### src/rtl/mem_access_ctrl.sv
// Load/store initiator for a single-port word RAM without byte enables.
// Sub-word stores are done as read-modify-write; loads are lane-extended.
module mem_access_ctrl #(
   parameter int ADDR_W = 12
) (
   input  logic              clk,
   input  logic              rst_n,
   input  logic              req_valid,
   output logic              req_ready,
   input  logic              req_we,
   input  logic [1:0]        req_size,
   input  logic              req_unsigned,
   input  logic [ADDR_W-1:0] req_addr,
   input  logic [31:0]       req_wdata,
   output logic              resp_valid,
   output logic [31:0]       resp_rdata,
   output logic              resp_err,
   output logic [ADDR_W-3:0] mem_addr,
   output logic              mem_cs,
   output logic              mem_rd,
   output logic              mem_oe,
   output logic [31:0]       mem_write_data,
   input  logic [31:0]       mem_read_data
);

   typedef enum logic [2:0] {
      IDLE,
      READ,
      CAPTURE,
      WRITE,
      FAULT
   } state_t;

   localparam logic [1:0] SZ_BYTE = 2'b00;
   localparam logic [1:0] SZ_HALF = 2'b01;
   localparam logic [1:0] SZ_WORD = 2'b10;

   state_t state;
   state_t state_nx;

   logic              lat_we;
   logic [1:0]        lat_size;
   logic              lat_uns;
   logic [1:0]        lat_off;
   logic [31:0]       lat_wdata;

   logic              cs_nx;
   logic              rd_nx;
   logic              oe_nx;
   logic [ADDR_W-3:0] addr_nx;
   logic [31:0]       wdata_nx;
   logic              rv_nx;
   logic [31:0]       rdata_nx;
   logic              err_nx;
   logic              req_bad;
   logic              accept;

   assign req_ready = (state == IDLE);
   assign accept    = req_valid & req_ready;

   always_comb begin
      unique case (req_size)
         SZ_BYTE: req_bad = 1'b0;
         SZ_HALF: req_bad = req_addr[0];
         SZ_WORD: req_bad = |req_addr[1:0];
         default: req_bad = 1'b1;
      endcase
   end

   // Replace the addressed lane of the word just read with store data.
   function automatic logic [31:0] merge(
      input logic [31:0] word,
      input logic [31:0] data,
      input logic [1:0]  size,
      input logic [1:0]  off
   );
      logic [31:0] r;
      r = word;
      unique case (size)
         SZ_BYTE: r[{off, 3'b000} +: 8] = data[7:0];
         SZ_HALF: r[{off[1], 4'b0000} +: 16] = data[15:0];
         default: r = data;
      endcase
      return r;
   endfunction

   function automatic logic [31:0] extend(
      input logic [31:0] word,
      input logic [1:0]  size,
      input logic        uns,
      input logic [1:0]  off
   );
      logic [7:0]  b;
      logic [15:0] h;
      logic [31:0] r;
      b = word[{off, 3'b000} +: 8];
      h = word[{off[1], 4'b0000} +: 16];
      unique case (size)
         SZ_BYTE: r = uns ? {24'd0, b} : {{24{b[7]}}, b};
         SZ_HALF: r = uns ? {16'd0, h} : {{16{h[15]}}, h};
         default: r = word;
      endcase
      return r;
   endfunction

   always_comb begin
      state_nx = state;
      cs_nx    = 1'b0;
      rd_nx    = 1'b1;
      oe_nx    = 1'b0;
      addr_nx  = mem_addr;
      wdata_nx = mem_write_data;
      rv_nx    = 1'b0;
      rdata_nx = resp_rdata;
      err_nx   = resp_err;
      unique case (state)
         IDLE: begin
            if (req_valid) begin
               if (req_bad) begin
                  state_nx = FAULT;
               end else if (req_we && req_size == SZ_WORD) begin
                  state_nx = WRITE;
                  cs_nx    = 1'b1;
                  rd_nx    = 1'b0;
                  addr_nx  = req_addr[ADDR_W-1:2];
                  wdata_nx = req_wdata;
               end else begin
                  state_nx = READ;
                  cs_nx    = 1'b1;
                  oe_nx    = 1'b1;
                  addr_nx  = req_addr[ADDR_W-1:2];
               end
            end
         end
         READ: begin
            // Keep oe up so the RAM drives data during the capture cycle.
            state_nx = CAPTURE;
            oe_nx    = 1'b1;
         end
         CAPTURE: begin
            if (lat_we) begin
               state_nx = WRITE;
               cs_nx    = 1'b1;
               rd_nx    = 1'b0;
               wdata_nx = merge(mem_read_data, lat_wdata,
                                lat_size, lat_off);
            end else begin
               state_nx = IDLE;
               rv_nx    = 1'b1;
               err_nx   = 1'b0;
               rdata_nx = extend(mem_read_data, lat_size,
                                 lat_uns, lat_off);
            end
         end
         WRITE: begin
            state_nx = IDLE;
            rv_nx    = 1'b1;
            err_nx   = 1'b0;
            rdata_nx = 32'd0;
         end
         FAULT: begin
            state_nx = IDLE;
            rv_nx    = 1'b1;
            err_nx   = 1'b1;
            rdata_nx = 32'd0;
         end
         default: state_nx = IDLE;
      endcase
   end

   always_ff @(posedge clk or negedge rst_n) begin
      if (!rst_n) begin
         state          <= IDLE;
         mem_cs         <= 1'b0;
         mem_rd         <= 1'b1;
         mem_oe         <= 1'b0;
         mem_addr       <= '0;
         mem_write_data <= 32'd0;
         resp_valid     <= 1'b0;
         resp_rdata     <= 32'd0;
         resp_err       <= 1'b0;
      end else begin
         state          <= state_nx;
         mem_cs         <= cs_nx;
         mem_rd         <= rd_nx;
         mem_oe         <= oe_nx;
         mem_addr       <= addr_nx;
         mem_write_data <= wdata_nx;
         resp_valid     <= rv_nx;
         resp_rdata     <= rdata_nx;
         resp_err       <= err_nx;
      end
   end

   always_ff @(posedge clk or negedge rst_n) begin
      if (!rst_n) begin
         lat_we    <= 1'b0;
         lat_size  <= 2'b00;
         lat_uns   <= 1'b0;
         lat_off   <= 2'b00;
         lat_wdata <= 32'd0;
      end else if (accept) begin
         lat_we    <= req_we;
         lat_size  <= req_size;
         lat_uns   <= req_unsigned;
         lat_off   <= req_addr[1:0];
         lat_wdata <= req_wdata;
      end
   end

endmodule

### config.mk
export PLATFORM = sky130hd
export DESIGN_NAME = mem_access_ctrl
export DESIGN_NICKNAME = d
export VERILOG_FILES = /design/src/rtl/mem_access_ctrl.sv
export SDC_FILE = /design/constraint.sdc
export NUM_CORES = 1
export LEC_CHECK = 0
export CORE_MARGIN = 10
export CORE_UTILIZATION = 30
export DETAILED_ROUTE_END_ITERATION = 10
export SETUP_SLACK_MARGIN = 0.15
export SYNTH_ARGS = -nofsm -noshare
export SYNTH_HDL_FRONTEND = slang
export SYNTH_SLANG_ARGS = --single-unit
### constraint.sdc
create_clock -name clk -period 3.2 [get_ports clk]
set_input_delay 0.32 -clock clk [delete_from_list [all_inputs] [get_ports clk]]
set_output_delay 0.32 -clock clk [all_outputs]
set_load 0.01 [all_outputs]
==> results by group <==
Placed design
  – IO Port Bufs: 162
  – Placed Instances: 984
  – Post-DP HPWL: 18.0 mm
  – DP Area: 8340 um2
  – Gpl congestion: 0.965
  – Setup WS pre-CTS: 0.647 ns

STA
  – RSZ-0062 raised after global routing: no
  – Worst rel slew slack: 34.2%
  – Final setup fails: 0
  – Setup_tns: 0 ns
  – F_max: 380 MHz
  – Crit share post-route: 82.3%
  – Smallest hold slack: 0.477 ns
  – Final min period: 2.63 ns
  – Endpoints failing hold: 0
  – Worst Max-Slew Pin Slew: 0.987 ns
  – Max Clock Skew: 0.00965 ns
  – Worst Setup Slack, final: 0.567 ns
  – Final Max Tran Viols: 0

Clocking
  – Skew-Pair Late Insertion Delay: 0.42 ns
  – CTS root buffer: clkbuf_16
  – Clock sink count: 120
  – Clock transition at path regs: 0.05 ns
  – CTS tree: built
  – Cts bufs inserted: 17
  – Post-CTS Setup Inserts: 0
  – Deepest clock path buffer count: 2
  – H-Tree Depth: 4

Pwr
  – Sequential cell fraction of total power: 31.3%
  – Combinational share of power: 48.2%
  – PD cells: 1070 nW/um2
  – Maximum vdd ir drop: 483 uV
  – Internal power: 5.80 mW
  – P_sw: 3.77 mW
  – Power consumption: 9.57 mW
  – Clock power frac: 20.5%
  – P_leak: 3.52 nW
  – Switching part of the total power: 39.4%

Route
  – DR iter-0 viols: 433
  – Via density: 5.54
  – ANT nets after route: 0
  – Wirelength, routed: 24.5 mm
  – DRC violations left: 0
  – Router iterations before antenna repair: 5
  – Via count: 5631
  – Average wire per standard cell: 24.1 um

Logic synthesis
  – Post-synth EDFFs: 0
  – Ys flop type: dfrtp_1
  – Synthesized netlist net count: 671
  – Synth warn: 0
  – Unique masters post-synth: 50
  – Cell Area, Synth: 6510 um2
  – Yosys top cell by area: dfrtp_1
  – Post-synth top cells: 119 x dfrtp_1, 45 x mux2_2, 33 x nor2_1
  – Post-Synthesis Cells: 583
  – Top area cells in the synthesized netlist: dfrtp_1 46%, mux2_2 7.8%, a221o_1 4.9%
  – Asr flop ratio synth: 100%
  – Top cell type's share of synthesized area: 45.7%
  – Post-Syn Area per Cell: 11.2 um2
  – Top-count cell post-synth: dfrtp_1
  – Flops & latches, synth: 120
  – Seq/Total Area, Yosys: 46.1%

Worst setup path
  – Largest delay contributor family on the critical path: flip-flops
  – CP Data Arrival Time: 2.97 ns
  – Crit path required time: 3.54 ns
  – Crit path cell chain: inv_1, ha_1, and3b_1, nor2b_1, a211oi_1, o2bb2ai_1
  – Worst-path fanout max: 17
  – Max stage delay cell, worst path: dfrtp_1
  – CP Class: flop to flop
  – Critical Path Sink Type: flop
  – Buf/Inv on CP: 1
  – Critical path's largest stage delay: 0.86 ns
  – Critical Path Start Type: flop

Global route
  – Vias in the first global route: 5889
  – Global-route wire length before repair: 37.3 mm
  – GRT Util Overall: 17.0%
  – Total gr overflow: 0
  – Largest net degree at the start of global routing: 49
  – Initial antenna violation count: 1

Floorplan
  – Die Y-Extent: 167 um
  – Initial Util: 30.7%
  – Total die area: 28000 um2
  – Width of the die: 167 um
  – Core area: 21200 um2
  – I/O pin count: 163
  – Row cnt: 53

Hold path
  – Hold WC Path Type: input port to async pin

Cells and area
  – Final core occ: 42.2%
  – Area grow syn2layout: 37.4%
  – Fill cell count: 2120
  – Post-route cell area: 8950 um2
  – Ant diodes: 0
  – Nets: 817
  – Multi-input gate area: 3190 um2
  – Sequential Area: 3010 um2
  – Finished Layout Cells: 1016
  – Share of layout cells above drive strength 1: 16.3%

Flow run
  – Max Cap Viol: 0

Run status
  – Status: finished clean
## power groups by stage
stage               clock network (mW)  registers, mW  logic (mW)
floorplan                            0           2.85        2.77
global placement                     0           2.99        4.58
detailed placement                   0           2.99        4.62
CTS                               1.99           2.98        4.65
global route                      2.07           3.09        5.01
finish                            1.96           2.99        4.62
## final timing paths
path	startpoint	endpoint	slack [ns]	depth (start not counted)
min	rst_n	resp_rdata[20]	0.48	2
min reg2reg	mem_write_data[13]	mem_write_data[13]	0.49	1
max reg2reg	lat_off[0]	mem_write_data[18]	0.57	6
min in group clk	mem_write_data[13]	mem_write_data[13]	0.49	1
max	lat_off[0]	mem_write_data[18]	0.57	6
max in group asynchronous	rst_n	mem_rd	1.88	3
## layout make-up
type                    count  share of cell area [%]
flip-flops and latches    120                    33.6
multi-input cells         395                    35.7
clock buffers              22                    5.30
well taps                 275                    3.85
clock inverters             9                    1.37
inverters                  16                   0.671
repair buffers            179                    19.6
## routing by layer
metal  track usage [%]  part of all wire [%]  vias up
met5                 0                 0.041        -
met4              3.67                  0.69        2
met3              5.57                   7.6       13
met2              25.6                    45      219
met1              23.1                    47     2841
li1                  -                     -     2556
## repair_timing
action / 4_1_cts / 5_1_grt
hold buffers: 1 / 0
hold endpoints to repair: 45 / 0
gates resized for setup: 0 / 0
## state kept, by name, indices dropped and copies added, names as in the netlist
register and count:
lat_off 2, lat_size 2, lat_uns 1, lat_wdata 32
lat_we 1, mem_addr 10, mem_cs 1, mem_oe 1
mem_rd 1, mem_write_data 32, resp_err 1, resp_rdata 32
resp_valid 1, state 3
## worst register-to-register path: stages (launching register included)
cell and delay, ns:
dfrtp_1 0.86, inv_1 0.27, ha_1 0.40, and3b_1 0.23, nor2b_1 0.45, a211oi_1 0.19
o2bb2ai_1 0.17
## cells in the final DEF, fill, tap and decap left out, drive strengths merged, types with 8 or more instances in the layout
cell and count:
nand3 9, o2111a 8, a221o 32, dfrtp 119, nand2 25, buf 17
nor2 35, clkbuf 22, o21ai 32, clkdlybuf4s50 161, a221oi 12, inv 16
mux2i 18, a22o 8, mux4 8, nand2b 12, o211ai 32, a211oi 14
mux2 45, a21oi 19, o2bb2ai 32, nor2b 10
## logic make-up after synthesis
family                   Yosys count  share of synthesized area, %
AO/OA/AOI/OAI                    207                          25.5
adder cells (fa/ha/maj)            5                         0.961
buffers and inverters             68                          5.02
flip-flops                       120                          46.1
multiplexers                      71                          13.3
AND/OR/NAND/NOR                  112                          9.07
Power figures use the tool's default switching activity.
